==> src/rtl/vec_elem_seq_pkg.sv <==
// vec_elem_seq_pkg: shared constants for the vector element sequencer.
// Holds the state encoding, vtype field offsets and the default VLEN.
package vec_elem_seq_pkg;

  localparam int VLEN_DEF = 64;

  localparam int VT_VALID   = 6;
  localparam int VT_SEW_HI  = 5;
  localparam int VT_SEW_LO  = 3;
  localparam int VT_LMUL_HI = 2;
  localparam int VT_LMUL_LO = 0;

  localparam logic [2:0] MAX_SEW  = 3'd3;
  localparam logic [2:0] MAX_LMUL = 3'd3;

  typedef enum logic [1:0] {
    ST_IDLE = 2'd0,
    ST_RUN  = 2'd1,
    ST_DONE = 2'd2
  } state_e;

  // n low bytes set, n in 0..8
  function automatic logic [7:0] low_bytes(input logic [3:0] n);
    logic [8:0] t;
    t = (9'd1 << n) - 9'd1;
    return t[7:0];
  endfunction

endpackage

==> src/rtl/vec_byte_mask.sv <==
// vec_byte_mask: per-beat element index, byte mask and last-beat flag.
// Purely combinational; fed from the sequencer's captured state.
module vec_byte_mask
  import vec_elem_seq_pkg::*;
#(
  parameter int VLEN = VLEN_DEF
) (
  input  logic [1:0] sew_i,
  input  logic [2:0] beat_i,
  input  logic [6:0] vl_i,
  input  logic [6:0] vstart_i,
  output logic [6:0] elem_o,
  output logic [7:0] mask_o,
  output logic       last_o
);

  localparam logic [3:0] BEAT_BYTES = 4'(VLEN / 8);

  logic [3:0] epb;
  logic [6:0] rem;
  logic [6:0] skip;
  logic [3:0] act;
  logic [3:0] nskip;

  always_comb begin
    epb    = BEAT_BYTES >> sew_i;
    elem_o = 7'(beat_i) * 7'(epb);
    rem    = vl_i - elem_o;
    act    = (rem >= 7'(epb)) ? epb : rem[3:0];
    // elements below vstart only ever fall in the first beat
    skip   = (vstart_i > elem_o) ? (vstart_i - elem_o) : 7'd0;
    nskip  = (skip >= 7'(epb)) ? epb : skip[3:0];
    mask_o = low_bytes(4'(act << sew_i))
           & ~low_bytes(4'(nskip << sew_i));
    last_o = ({1'b0, elem_o} + {4'd0, epb})
           >= {1'b0, vl_i};
  end

endmodule

==> src/rtl/vec_elem_seq.sv <==
// vec_elem_seq: walks the registers of an LMUL group, one beat per handshake.
// Define VEC_VSTART_EN to add the vstart port and skip leading elements.
module vec_elem_seq
  import vec_elem_seq_pkg::*;
#(
  parameter int VLEN = VLEN_DEF
) (
  input  logic       clk,
  input  logic       rst,
`ifdef VEC_VSTART_EN
  input  logic [6:0] vstart,
`endif
  input  logic       start,
  input  logic [6:0] vl,
  input  logic [6:0] vtype,
  output logic       busy,
  output logic       beat_valid,
  input  logic       beat_ready,
  output logic [2:0] beat_idx,
  output logic [6:0] elem_idx,
  output logic [7:0] byte_mask,
  output logic       beat_last,
  output logic       done,
  output logic       err
);

  state_e     state_q, state_d;
  logic [1:0] sew_q, sew_d;
  logic [6:0] vl_q, vl_d;
  logic [6:0] vs_q, vs_d;
  logic [2:0] beat_q, beat_d;
  logic       empty_q, empty_d;
  logic       err_q, err_d;

  logic [6:0] vs_in;
  logic [2:0] sew_f;
  logic [2:0] lmul_f;
  logic       legal;
  logic [3:0] epb_in;
  logic [6:0] cap_in;
  logic [6:0] vl_eff;
  logic [2:0] first_in;

  logic [6:0] elem;
  logic [7:0] mask;
  logic       last;

`ifdef VEC_VSTART_EN
  assign vs_in = vstart;
`else
  assign vs_in = '0;
`endif

  assign sew_f  = vtype[VT_SEW_HI:VT_SEW_LO];
  assign lmul_f = vtype[VT_LMUL_HI:VT_LMUL_LO];
  assign legal  = vtype[VT_VALID]
               && (sew_f <= MAX_SEW)
               && (lmul_f <= MAX_LMUL);

  // group capacity clamps vl so beats never exceed 1<<LMUL
  assign epb_in   = 4'(VLEN / 8) >> sew_f[1:0];
  assign cap_in   = 7'(epb_in) << lmul_f[1:0];
  assign vl_eff   = (vl > cap_in) ? cap_in : vl;
  assign first_in = 3'(vs_in >> (2'd3 - sew_f[1:0]));

  vec_byte_mask #(
    .VLEN(VLEN)
  ) u_mask (
    .sew_i   (sew_q),
    .beat_i  (beat_q),
    .vl_i    (vl_q),
    .vstart_i(vs_q),
    .elem_o  (elem),
    .mask_o  (mask),
    .last_o  (last)
  );

  always_comb begin
    state_d = state_q;
    sew_d   = sew_q;
    vl_d    = vl_q;
    vs_d    = vs_q;
    beat_d  = beat_q;
    empty_d = empty_q;
    err_d   = 1'b0;
    unique case (state_q)
      ST_IDLE: begin
        if (start) begin
          if (!legal) begin
            err_d = 1'b1;
          end else begin
            state_d = ST_RUN;
            sew_d   = sew_f[1:0];
            vl_d    = vl_eff;
            vs_d    = vs_in;
            beat_d  = first_in;
            empty_d = (vs_in >= vl_eff);
          end
        end
      end
      ST_RUN: begin
        if (empty_q) begin
          state_d = ST_DONE;
        end else if (beat_ready) begin
          if (last) state_d = ST_DONE;
          else      beat_d  = beat_q + 3'd1;
        end
      end
      ST_DONE: state_d = ST_IDLE;
      default: state_d = ST_IDLE;
    endcase
  end

  always_ff @(posedge clk) begin
    if (rst) begin
      state_q <= ST_IDLE;
      sew_q   <= '0;
      vl_q    <= '0;
      vs_q    <= '0;
      beat_q  <= '0;
      empty_q <= 1'b0;
      err_q   <= 1'b0;
    end else begin
      state_q <= state_d;
      sew_q   <= sew_d;
      vl_q    <= vl_d;
      vs_q    <= vs_d;
      beat_q  <= beat_d;
      empty_q <= empty_d;
      err_q   <= err_d;
    end
  end

  assign busy       = (state_q != ST_IDLE);
  assign beat_valid = (state_q == ST_RUN) && !empty_q;
  assign beat_idx   = beat_valid ? beat_q : '0;
  assign elem_idx   = beat_valid ? elem : '0;
  assign byte_mask  = beat_valid ? mask : '0;
  assign beat_last  = beat_valid && last;
  assign done       = (state_q == ST_DONE);
  assign err        = err_q;

endmodule

==> config.mk <==
export PLATFORM = sky130hd
export DESIGN_NAME = vec_elem_seq
export DESIGN_NICKNAME = d
export VERILOG_FILES = /design/src/rtl/vec_elem_seq_pkg.sv /design/src/rtl/vec_byte_mask.sv /design/src/rtl/vec_elem_seq.sv
export SDC_FILE = /design/constraint.sdc
export NUM_CORES = 1
export LEC_CHECK = 0
export ABC_AREA = 1
export BUFFER_PORTS_ARGS = -buffer_cell sky130_fd_sc_hd__buf_2
export CORE_MARGIN = 5
export CORE_UTILIZATION = 47
export DETAILED_ROUTE_END_ITERATION = 8
export PLACE_DENSITY = 0.68
export SKIP_CTS_REPAIR_TIMING = 1
export SKIP_LAST_GASP = 1
export SYNTH_ARGS = -nofsm -noshare
export SYNTH_HDL_FRONTEND = slang
export SYNTH_SLANG_ARGS = --single-unit
export TNS_END_PERCENT = 5
==> constraint.sdc <==
create_clock -name clk -period 6.95 [get_ports clk]
set_clock_uncertainty 0.2 [all_clocks]
set_input_delay 0.695 -clock clk [delete_from_list [all_inputs] [get_ports clk]]
set_output_delay 0.695 -clock clk [all_outputs]
set_load 0.05 [all_outputs]
---- Word-level counts from Yosys, hierarchy flattened ----
Cells that the tools add are included.
W data, S select, Z words.
word-level totals
  register bits after elaboration ......... 16
  logic and storage cells ................. 75
cells by class
  add/subtract/negate cells ............... 7
  multipliers ............................. 1
  $lt $le $gt $ge ......................... 8
  equality and inequality tests ........... 9
  shift-type cells ........................ 8
  multiplexer cells ....................... 20
  bitwise operators ....................... 4
  reductions and logical operators ........ 12
operators by type and width
  kind                   number
  $mux W7                3
  $mux W3                6
  $shl A1 B4 Y8 const A  2
  $sub A8 B1 Y8 const B  2
  $ge A7 B4 Y1           2
  $mux W2                5
  $ne A2 B2 Y1 const B   5
  $add A7 B4 Y8          1
  $and A8 B8 Y8          1
  $ge A8 B7 Y1           1
  $mux W4                2
  $mux W8                1
  $not A8 Y8             1
  $shl A4 B2 Y4          2
  $shr A4 B2 Y4 const A  2
  $ge A1 B7 Y1 const A   1
  $gt A1 B7 Y1 const A   1
  $gt A7 B7 Y1           1
  $mul A3 B4 Y7          1
  $shl A4 B2 Y7          1
  $sub A1 B7 Y7 const A  1
  $sub A7 B7 Y7          1
  $le A3 B2 Y1 const B   2
  $ne A3 B3 Y1 const B   2
  17 further kinds       22

---- Depth between registers and ports, before layout ----
Gate-level depths: netlist of the first run.
  word-level depth ........................ 12
  mapped depth ............................ 32

---- Cells and area by module ----
A second synthesis of the first run with hierarchy kept.
unflattened totals
  cell total of the unflattened synthesis .. 578
  area total of the unflattened synthesis .. 3475.8 sq um
by module, submodules not included
  module         instances  cells each  area each (sq um)
  vec_byte_mask  1          381         2244.7
  vec_elem_seq   1          197         1231.2

---- Worst setup path before layout of the first run ----
Ideal clock, no wire load.
  path kind ............................... register to output
  start ................................... reg sew_q[1]
  end ..................................... out byte_mask[6]
  arrival ................................. 5.236 ns
  required time ........................... 6.055 ns
  path slack .............................. 0.819 ns
  cell stages (with the launch flop) ...... 30
  buffers on the path ..................... 0
  cells stage by stage .................... dfxtp_1 > inv_1 > nor2_1 > inv_1 > nor2_1 > fa_1 > ha_1 > fa_1 > xnor2_1 > ha_1 > a21oi_1 > nand2_1 > nor2_1 > inv_1 > nand2_1 > nand2_2 > nor2_8 > nand3_4 > nand2_2 > nand2_1 > nand3_1 > nand2_2 > nand2_1 > inv_2 > nand3_1 > ha_1 > inv_1 > nor2_4 > nand3_1 > a21oi_1
on the way
  cells in the longest elaborated chain, start to end .. 12
  elaborated cells between the ends (all ways) .. 19
  those cells by class .................... add/sub: 4; mul: 1; order compare: 3; shift: 5; mux: 4; bitwise: 2
RTL lines
  element                                        line                    text
  start: declaration                             vec_elem_seq.sv:28      logic [1:0] sew_q, sew_d;
  start signal: assignment                       vec_elem_seq.sv:125     sew_q <= sew_d;
  $shr A4 B2 Y4                                  vec_byte_mask.sv:26     epb = BEAT_BYTES >> sew_i;
  $mul A3 B4 Y7                                  vec_byte_mask.sv:27     elem_o = 7'(beat_i) * 7'(epb);
  $sub A1 B7 Y7 or $gt A1 B7 Y1 (tied branches)  vec_byte_mask.sv:31     skip = (vstart_i > elem_o) ? (vstart_i - elem_o) : 7'd0;
  $mux W7                                        vec_byte_mask.sv:31
  $ge A7 B4 Y1                                   vec_byte_mask.sv:32     nskip = (skip >= 7'(epb)) ? epb : skip[3:0];
  $mux W4                                        vec_byte_mask.sv:32
  $shl A4 B2 Y4                                  vec_byte_mask.sv:34     & ~low_bytes(4'(nskip << sew_i));
  $shl A1 B4 Y8                                  vec_elem_seq_pkg.sv:25  t = (9'd1 << n) - 9'd1;
  $sub A8 B1 Y8                                  vec_elem_seq_pkg.sv:25
  $not A8 Y8                                     vec_byte_mask.sv:34
  $and A8 B8 Y8 (*)                              vec_byte_mask.sv:34
  $mux W8 (*)                                    vec_elem_seq.sv:138     assign byte_mask = beat_valid ? mask : '0;
  end: declaration                               vec_elem_seq.sv:21      output logic [7:0] byte_mask,
Mark *: on every way between the ends. The rest lies on a longest branch, timed or not.

---- Worst setup path after layout of the first run ----
  start ................................... reg sew_q[0]
  end ..................................... out byte_mask[4]
The elaborated chain is that of the path after synthesis.

==> flow_summary_export.csv, run 1 <==
group,metric,value,unit
status,status,"completed",
grt,grtUsageMet1,23.66,%
grt,grt_pass1_vias,2453,
route,first_pass_iters,4,
yosys,synthArstFlopShare,0,%
cts,ctsLongestPathBuffers,2,
yosys,ys_types,33,
cts,cts_root_buf,"clkbuf_8",
hold_path,min_path_type,"flip-flop to flip-flop",
grt,grt_max_degree,16,
grt,grt_overflow_total,0,
floorplan,die_w,84.77,um
route,vias_per_cell,5.134,
timing,setup-violations-final,0,
power_and_ir_drop,leakage,1.625,nW
floorplan,die_y,84.77,um
yosys,yosysTopAreaCell,"ha_1",
timing,period_needed,6.384,ns
cts,clock-sinks,16,
cts,ctsHtreeMaxLevel,1,
timing,fin_setup_tns,0,ns
grt,met3_usage,1.472,%
floorplan,die_area,7186,sq um
grt,gr-max-usage-layer,"met2",
timing,period_share,91.85,%
yosys,ys_top_cells_by_area,"ha_1 19%, dfxtp_1 12%, inv_1 11%, nand2_1 10%, nor2_1 7.4%",
route,dr.first_iter.drc_count,154,
yosys,netlist.area_leader.share,19.05,%
timing,rsz0062_at_grt,"false",
placed_design,globalplace.congestion,0.8330,
power_and_ir_drop,powerDensity,117.8,nW/um^2
timing,worst_pin_slew,0.5780,ns
setup_path,worst_ep_arrival_time,5.49,ns
finish,fillers,598,
floorplan,rows,27,
route,wl_per_cell,11.68,um
cts,cts_made_buffers,3,
setup_path,start_kind,"flip-flop",
finish,layout-drive-gt1-share,16.89,%
yosys,postSynthAreaPerCell,6.331,sq um
grt,antenna_found_initial,0,
timing,relSlewSlack,61.32,%
setup_path,crit_slowest_cell,"fa_1",
route,routed_wl,6165,um
timing,fmax,156.7,MHz
cts,clkTransAtPathRegs,0.06,ns
setup_path,endpoint_kind,"output pin",
yosys,ys_seq_area_share,12.19,%
power_and_ir_drop,power,349.6,uW
grt,grt_use_total,17.49,%
floorplan,start_util,48.01,%
placed_design,hpwl,5490,um
grt,grt.met2_usage,29.96,%
timing,finalHoldViolations,0,
yosys,syn-cell-area,2628,sq um
timing,maxSlewViolCount,0,
cts,tritoncts,"built",
route,antenna_left,0,
grt,grt_pass1_wl,10720,um
placed_design,portBuffers,40,
setup_path,cp_common_cell,"nand2_1",
finish,diodes,0,
route,drc_errors,0,
setup_path,cp_slowest_stage_delay,0.51,ns
yosys,synthCells,415,
finish,layout.nets,520,
floorplan,pin_count,41,
setup_path,crit_required,6.05,ns
floorplan,core,5473,sq um
setup_path,worstSetupPathType,"flip-flop to output pin",
finish,post-route-util,54.23,%
setup_path,cp_max_fo,7,
yosys,yosysWarnings,0,
yosys,synth_seq_cells,16,
yosys,synth-main-ff-cell,"dfxtp_1",
power_and_ir_drop,ir_worst_vdd,79.71,uV
finish,syn_to_final_growth,12.95,%
route,via_count,2711,
yosys,synth_edf_count,0,
cts,insertion_delay,0.25,ns
job,maxCapViolations,0,
## cells in the final DEF, fill, tap and decap left out, types with 8 or more instances in the layout
master / n
nor3_1: 8
nand3_1: 22
nand2_1: 73
buf_2: 40
o21ai_0: 27
a21oi_1: 27
dfxtp_1: 16
nand3_2: 8
ha_1: 40
inv_1: 76
nor2_1: 51
nand2_2: 8
## layer usage
metal,wire [um],up-vias
li1,-,1425
met1,2938,1220
met2,2960,56
met3,173,10
met4,92,0
met5,0,-
## synth_stat cells (6+ instances only)
master	instances
inv_1	76
nand2_1	73
nor2_1	52
ha_1	40
a21oi_1	27
o21ai_0	27
nand3_1	22
dfxtp_1	16
nand2_2	8
nand3_2	8
nor3_1	8
nand4_1	6
## cell families (layout without fill, tap and decap cells)
family	count (synthesis)	count (layout)	synth area share, %
flops	16	16	12.19
buf+inv	84	124	12.00
xor+xnor	9	9	3.000
compound gates	69	69	14.52
fa+ha+maj	45	45	22.86
other cells	2	3	0.2858
simple gates	190	190	35.14
## sequential cells by signal, summed over array words and instances (netlist names)
name and cells:
vl_q 7, beat_q 3, sew_q 2, state_q 2, empty_q 1, err 1
## power breakdown
part	total [mW]	internal, mW	leakage, nW	switching [mW]
sequential	0.0976	0.0948	0.130	0.00282
combinational	0.171	0.0577	1.47	0.114
clock	0.0806	0.0502	0.0288	0.0305
## path summary, 6_finish.rpt
check	from	to	slack (ns)	depth (start not counted)
setup / recovery	sew_q[0]	byte_mask[4]	0.57	31
hold / removal	empty_q	empty_q	0.29	2
setup reg to reg	sew_q[0]	beat_q[2]	2.08	23
hold reg to reg	empty_q	empty_q	0.29	2
## critical path: cells and delay by family (launching register included)
| family | cells | cell delay [ns] |
|---|---|---|
| xor gates and xnor gates | 1 | 0.16 |
| adders and majority gates | 6 | 2.00 |
| buffers and inverters | 7 | 0.87 |
| DFF | 1 | 0.47 |
| and+or+nand+nor | 17 | 1.73 |
## layout make-up
type                       instances  area (sq um)  area share [%]
clock buffer                       4         55.05           1.855
inverter                          79         296.5           9.992
multi-input combinational        316          1998           67.33
sequential                        16         320.3           10.79
tap                               72         90.09           3.035
timing repair buffer              41         207.7           6.998
## through the flow
step | instances | hold WS (ns) | instance area [sq um] | setup WS [ns]
finish | 528 | 0.2909 | 2968 | 0.5665
floorplan | 416 | 0.2592 | 2631 | 0.8188
global placement | 524 | 0.2750 | 2910 | 0.9770
CTS | 528 | 0.2931 | 2965 | 0.4891
detailed placement | 524 | 0.2780 | 2910 | 0.7790
global route | 528 | 0.3209 | 2968 | 0.02724
(Power assumes the default switching activity.)
==> run 2: changes to the inputs <==
--- a/config.mk
+++ b/config.mk
@@ -5,12 +5,10 @@
 export SDC_FILE = /design/constraint.sdc
 export NUM_CORES = 1
 export LEC_CHECK = 0
-export ABC_AREA = 1
 export BUFFER_PORTS_ARGS = -buffer_cell sky130_fd_sc_hd__buf_2
 export CORE_MARGIN = 5
-export CORE_UTILIZATION = 47
+export CORE_UTILIZATION = 42
 export DETAILED_ROUTE_END_ITERATION = 8
-export PLACE_DENSITY = 0.68
 export SKIP_CTS_REPAIR_TIMING = 1
 export SKIP_LAST_GASP = 1
 export SYNTH_ARGS = -nofsm -noshare
==> run 2 against run 1 <==
  * Cell count down 11%
  * Flip-flop and latch count did not move
  * Non-clock buffer count is 14 higher
  * Count of clock-buffer cells in the layout unchanged
  * Via count down 5.3%
  * Area after synthesis increased by 0.76%
  * Wire length is 9.3% higher
  * Combinational power fell by 32%
  * Core utilization shrank 3.6 points
  * Critical path depth shrank 13
  * Fmax shrank 5.1%
  * Largest power group unchanged
==> flow_summary_export.csv, run 2 <==
group,metric,value,unit
setup_path,cp_max_fo,14,
route,antenna_left,0,
route,dr.first_iter.drc_count,115,
cts,ctsHtreeMaxLevel,1,
grt,grt_pass1_wl,11180,um
setup_path,start_kind,"flip-flop",
route,wl_per_cell,14.27,um
setup_path,crit_required,6.05,ns
yosys,synth-main-ff-cell,"dfxtp_1",
yosys,yosysTopAreaCell,"ha_1",
power_and_ir_drop,leakage,1.458,nW
cts,tritoncts,"built",
route,via_count,2568,
floorplan,pin_count,41,
placed_design,globalplace.congestion,0.8872,
timing,whs,0.2932,ns
power_and_ir_drop,p_sw,97.52,uW
yosys,yosysWarnings,0,
setup_path,endpoint_kind,"output pin",
finish,largestRegisters,"vl_q: 7 flops, beat_q: 3 flops",
cts,clock-sinks,16,
finish,layout.nets,459,
finish,final_common_cell,"buf_2",
finish,fillers,671,
finish,syn_to_final_growth,19.33,%
yosys,synthCells,348,
yosys,postSynthAreaPerCell,7.608,sq um
route,vias_per_cell,5.441,
grt,grt_max_degree,17,
yosys,ys_top_cells_by_count,"40 x ha_1, 34 x nor2_1, 25 x nand2_1",
power_and_ir_drop,pwr-share-seq,32.6,%
yosys,synth.most_common_cell,"ha_1",
floorplan,rows,29,
setup_path,worstSetupPathType,"flip-flop to output pin",
power_and_ir_drop,switching_share,33.25,%
yosys,synth-compound-area-share,23.72,%
placed_design,hpwl,5600,um
finish,regMostFlops,"vl_q",
yosys,synth_top_family_by_area,"simple AND/OR/NAND/NOR gates",
finish,largest_reg_flops,7,
yosys,syn-cell-area,2648,sq um
yosys,synthArstFlopShare,0,%
yosys,synthAdderAreaFrac,22.68,%
placed_design,place_area,2987,sq um
power_and_ir_drop,clock_power_share,27.5,%
cts,insertion_delay,0.25,ns
yosys,ys_top_cells_by_area,"ha_1 19%, dfxtp_1 12%, nor2_1 4.8%, and2_1 4.5%, a21oi_1 3.8%",
floorplan,die_area,7991,sq um
finish,regArea,327.8,sq um
grt,antenna_found_initial,0,
timing,setup-violations-final,0,
finish,finalInstanceArea,3159,sq um
floorplan,die_w,89.40,um
finish,post-route-util,50.62,%
status,status,"completed",
yosys,synthSimpleGateAreaFrac,29.68,%
power_and_ir_drop,power,293.3,uW
finish,layout-drive-gt1-share,20.76,%
setup_path,cp_slowest_stage_delay,0.60,ns
timing,fmax,148.6,MHz
route,routed_wl,6737,um
cts,cts_root_buf,"clkbuf_8",
grt,grt_use_total,17.38,%
cts,ctsLongestPathBuffers,2,
placed_design,portBuffers,40,
timing,period_share,96.83,%
cts,clkTransAtPathRegs,0.06,ns
power_and_ir_drop,p_int,195.7,uW
job,maxCapViolations,0,
setup_path,crit_slowest_cell,"fa_1",
route,first_pass_iters,4,
floorplan,core,6241,sq um
timing,maxSlewViolCount,0,
timing,period_needed,6.730,ns
yosys,ys_types,69,
grt,grt_pass1_vias,2441,
route,drc_errors,0,
power_and_ir_drop,ir_worst_vdd,83.71,uV
yosys,synth_mux_area_share,1.134,%
yosys,synth_edf_count,0,
hold_path,min_path_type,"flip-flop to flip-flop",
floorplan,start_util,42.42,%
power_and_ir_drop,powerDensity,92.82,nW/um^2
cts,cts_made_buffers,3,
finish,diodes,0,
power_and_ir_drop,combPwrFrac,39.9,%
yosys,ys_seq_area_share,12.10,%
setup_path,crit_chain,"buf_6 -> nor2_1 -> and2_1 -> fa_1 -> fa_1 -> inv_1 -> ha_2 -> xor2_4 -> ha_1 -> a211oi_4 -> o2111ai_4 -> a311o_1 -> or4_1 -> ha_1 -> or3_1 -> or4b_4 -> o22ai_4 -> buf_6",
setup_path,worst_ep_arrival_time,5.83,ns
grt,grt_overflow_total,0,
finish,final_cell_mix,"39 x buf_2, 37 x ha_1, 34 x nor2_1, 25 x nand2_1, 23 x inv_1",
yosys,synth-xor-area-share,4.537,%
floorplan,die_y,89.40,um
finish,multi_input_area,2256,sq um
yosys,synth_seq_cells,16,
yosys,netlist.area_leader.share,18.90,%
timing,finalHoldViolations,0,
run 2: metal layers:
metal  vias to the layer above  track usage (%)  routed length (um)
li1                       1336                -                   -
met1                      1180            23.23                3117
met2                        45            30.01                3315
met3                         7            1.198                 216
met4                         0            4.871                  89
met5                         -                0                   0
run 2: worst paths after layout:
path                                from            to  slack, ns  cells past startpoint
worst max-delay path            sew_q[1]  byte_mask[6]       0.22                     18
worst min-delay path             vl_q[2]       vl_q[2]       0.29                      2
worst max register to register  sew_q[1]     beat_q[2]       2.14                     16
worst min register to register   vl_q[2]       vl_q[2]       0.29                      2
run 2: logic make-up (layout without fill, tap and decap cells):
| family | after synthesis | count (layout) |
|---|---|---|
| multiplexers | 3 | 3 |
| adder cells (fa/ha/maj) | 45 | 45 |
| AO/OA/AOI/OAI | 86 | 86 |
| buffers and inverters | 39 | 85 |
| flip-flops | 16 | 16 |
| AND/OR/NAND/NOR | 145 | 145 |
| XOR/XNOR | 12 | 12 |
| other | 2 | 3 |
run 2: critical path: cells and delay by family, from the launching register on:
kind | cells | cell delay (ns)
XOR/XNOR | 1 | 0.17
AO/OA/AOI/OAI | 4 | 0.96
adder cells (fa/ha/maj) | 5 | 2.03
buffers and inverters | 3 | 0.42
AND/OR/NAND/NOR | 5 | 1.62
flip-flops | 1 | 0.39
run 2: area by class of cell:
cell class | count | area share [%]
multi-input combinational | 294 | 71.41
inverter | 26 | 3.089
tap | 77 | 3.050
sequential | 16 | 10.38
timing repair buffer | 55 | 10.34
clock buffer | 4 | 1.743
run 2: per-stage QoR:
step / cells / setup slack [ns] / TNS, ns
after floorplan: 349 / 0.006130 / 0
after global placement: 464 / 0.1432 / 0
after detailed placement: 464 / -0.05763 / -0.05763
after CTS: 468 / -0.3489 / -0.3489
after global routing: 472 / -0.006767 / -0.006767
final: 472 / 0.2204 / 0
run 2: power groups by stage:
stage | clock network [mW] | logic, mW | registers, mW
2_1_floorplan | 0 | 0.0790 | 0.0983
3_3_place_gp | 0 | 0.105 | 0.0979
3_5_place_dp | 0 | 0.106 | 0.0980
4_1_cts | 0.0829 | 0.107 | 0.0960
5_1_grt | 0.0854 | 0.132 | 0.0959
6_report | 0.0807 | 0.117 | 0.0955
==> run 3: changes to the inputs <==
--- a/config.mk
+++ b/config.mk
@@ -6,12 +6,16 @@
 export NUM_CORES = 1
 export LEC_CHECK = 0
 export BUFFER_PORTS_ARGS = -buffer_cell sky130_fd_sc_hd__buf_2
+export CELL_PAD_IN_SITES_DETAIL_PLACEMENT = 1
+export CELL_PAD_IN_SITES_GLOBAL_PLACEMENT = 1
 export CORE_MARGIN = 5
 export CORE_UTILIZATION = 42
 export DETAILED_ROUTE_END_ITERATION = 8
+export PLACE_DENSITY_LB_ADDON = 0.1
 export SKIP_CTS_REPAIR_TIMING = 1
 export SKIP_LAST_GASP = 1
 export SYNTH_ARGS = -nofsm -noshare
 export SYNTH_HDL_FRONTEND = slang
+export SYNTH_HIERARCHICAL = 1
 export SYNTH_SLANG_ARGS = --single-unit
 export TNS_END_PERCENT = 5
==> run 3 against run 2 <==
  * Combinational power rose by 68%
  * Critical path depth rose by 8
  * Largest cell class unchanged
  * Global-route usage rose by 3.8 points
  * Synthesized cell count rose by 28%
==> flow_summary_export.csv, run 3 <==
group,metric,value,unit
route,wl_per_cell,17.26,um
setup_path,reg2reg_setup_slack,2.10,ns
yosys,synth.most_common_cell,"ha_1",
grt,grt_overflow_total,0,
timing,relSlewSlack,48.37,%
grt,grt_pass1_vias,3686,
route,routed_wl,10700,um
finish,layout-drive-gt1-share,25.29,%
grt,grt_pass1_wl,17280,um
yosys,synthCells,447,
yosys,yosysTopAreaCell,"ha_1",
setup_path,cp_common_cell,"a21o_1",
cts,insertion_delay,0.25,ns
power_and_ir_drop,powerDensity,92.03,nW/um^2
cts,cts_root_buf,"clkbuf_8",
floorplan,die_w,99,um
placed_design,portBuffers,40,
floorplan,die_y,99,um
cts,cts_made_buffers,3,
finish,syn_to_final_growth,22.98,%
setup_path,cp_max_fo,5,
finish,layout.nets,585,
timing,maxSlewViolCount,0,
finish,largest_reg_flops,7,
cts,clkTransAtPathRegs,0.07,ns
placed_design,hpwl,8846,um
floorplan,core,7727,sq um
route,antenna_left,0,
route,vias_per_cell,5.642,
floorplan,pin_count,41,
timing,setup_ws,0.1214,ns
cts,clock-sinks,16,
route,drc_errors,0,
power_and_ir_drop,leakage,1.896,nW
floorplan,die_area,9801,sq um
yosys,ys_top_cells_by_area,"ha_1 16%, dfxtp_1 9.6%, and2_1 4.9%, a21oi_1 4.8%, nor2_1 4.3%",
setup_path,worst_ep_arrival_time,5.93,ns
timing,worst_pin_slew,0.7637,ns
yosys,synth_edf_count,0,
yosys,synth-main-ff-cell,"dfxtp_1",
yosys,ys_seq_area_share,9.628,%
route,first_pass_iters,4,
timing,period_needed,6.829,ns
route,dr.first_iter.drc_count,102,
timing,period_share,98.25,%
power_and_ir_drop,ir_worst_vdd,120.4,uV
timing,setup-violations-final,0,
timing,fmax,146.4,MHz
yosys,yosysWarnings,6,
yosys,ys_types,80,
setup_path,crit_required,6.05,ns
placed_design,pre_cts_ws,-0.1193,ns
placed_design,globalplace.congestion,0.8480,
setup_path,cp_slowest_stage_delay,0.59,ns
setup_path,crit_slowest_cell,"fa_2",
floorplan,start_util,43.05,%
grt,grt_use_total,21.13,%
cts,tritoncts,"built",
setup_path,start_kind,"flip-flop",
finish,final_cell_mix,"39 x ha_1, 38 x buf_2, 36 x nand2_1, 34 x nor2_1, 32 x inv_1",
yosys,synthArstFlopShare,0,%
cts,ctsHtreeMaxLevel,1,
setup_path,endpoint_kind,"output pin",
yosys,postSynthAreaPerCell,7.443,sq um
status,status,"completed",
route,via_count,3498,
yosys,synth_seq_cells,16,
cts,ctsLongestPathBuffers,2,
finish,regMostFlops,"vl_q",
floorplan,rows,32,
finish,final_common_cell,"ha_1",
hold_path,min_path_type,"flip-flop to flip-flop",
yosys,syn-cell-area,3327,sq um
timing,finalHoldViolations,0,
grt,antenna_found_initial,0,
finish,post-route-util,52.95,%
job,maxCapViolations,0,
finish,largestRegisters,"vl_q: 7 flops, beat_q: 3 flops",
yosys,ys_top_cells_by_count,"42 x ha_1, 38 x nor2_1, 37 x nand2_1",
grt,grt_max_degree,22,
finish,diodes,0,
setup_path,worstSetupPathType,"flip-flop to output pin",
yosys,netlist.area_leader.share,15.80,%
## run 3: logic make-up after synthesis
| family | count (synthesis) | synth area share (%) |
|---|---|---|
| adder cells (fa/ha/maj) | 50 | 20.12 |
| buffers and inverters | 52 | 6.431 |
| AND/OR/NAND/NOR | 193 | 31.74 |
| flip-flops | 16 | 9.628 |
| other | 1 | 0.1127 |
| AO/OA/AOI/OAI | 107 | 22.68 |
| multiplexers | 7 | 2.219 |
| XOR/XNOR | 21 | 7.070 |
## run 3: worst max-delay path: cells and delay by family, from the launching register on
family / cells / cell delay (ns)
fa+ha+maj: 6 / 2.07
compound gates: 9 / 1.59
buf+inv: 4 / 0.38
flops: 1 / 0.39
simple gates: 7 / 1.25
## run 3: layout make-up
class	count	area, sq um
timing repair buffer	69	450.4
fill	1003	3636
sequential	16	329.1
multi-input combinational	392	2983
tap	102	127.6
inverter	37	146.4
clock buffer	4	55.05
## run 3: report_power, final
part	switching, mW	internal (mW)
Sequential	0.00247	0.0933
Clock	0.0330	0.0503
Combinational	0.114	0.0837
Total	0.149	0.227
## run 3: routing by layer
layer	track usage (%)	routed length [um]
met1	25.79	4707
met2	40.13	5479
met3	1.699	283
met4	4.202	231
met5	0	0
## run 3: worst paths after layout
| kind | from | end | cells after the start |
|---|---|---|---|
| worst max-delay path | sew_q[1] | byte_mask[4] | 26 |
| worst min-delay path | vl_q[2] | vl_q[2] | 2 |
| worst max register to register | sew_q[1] | beat_q[2] | 17 |
| worst min register to register | vl_q[2] | vl_q[2] | 2 |
## run 3: metrics by stage
stage | area (sq um) | hold slack [ns] | total power [mW] | setup TNS [ns] | std cells
after global placement | 3846 | 0.2856 | 0.2705 | 0 | 611
after floorplan | 3406 | 0.2330 | 0.2242 | -0.01755 | 460
final | 4091 | 0.3103 | 0.3765 | 0 | 620
after detailed placement | 3846 | 0.2913 | 0.2764 | -0.1972 | 611
after global routing | 4091 | 0.3313 | 0.4008 | -0.1066 | 620
after CTS | 3901 | 0.3003 | 0.3610 | -0.9324 | 615
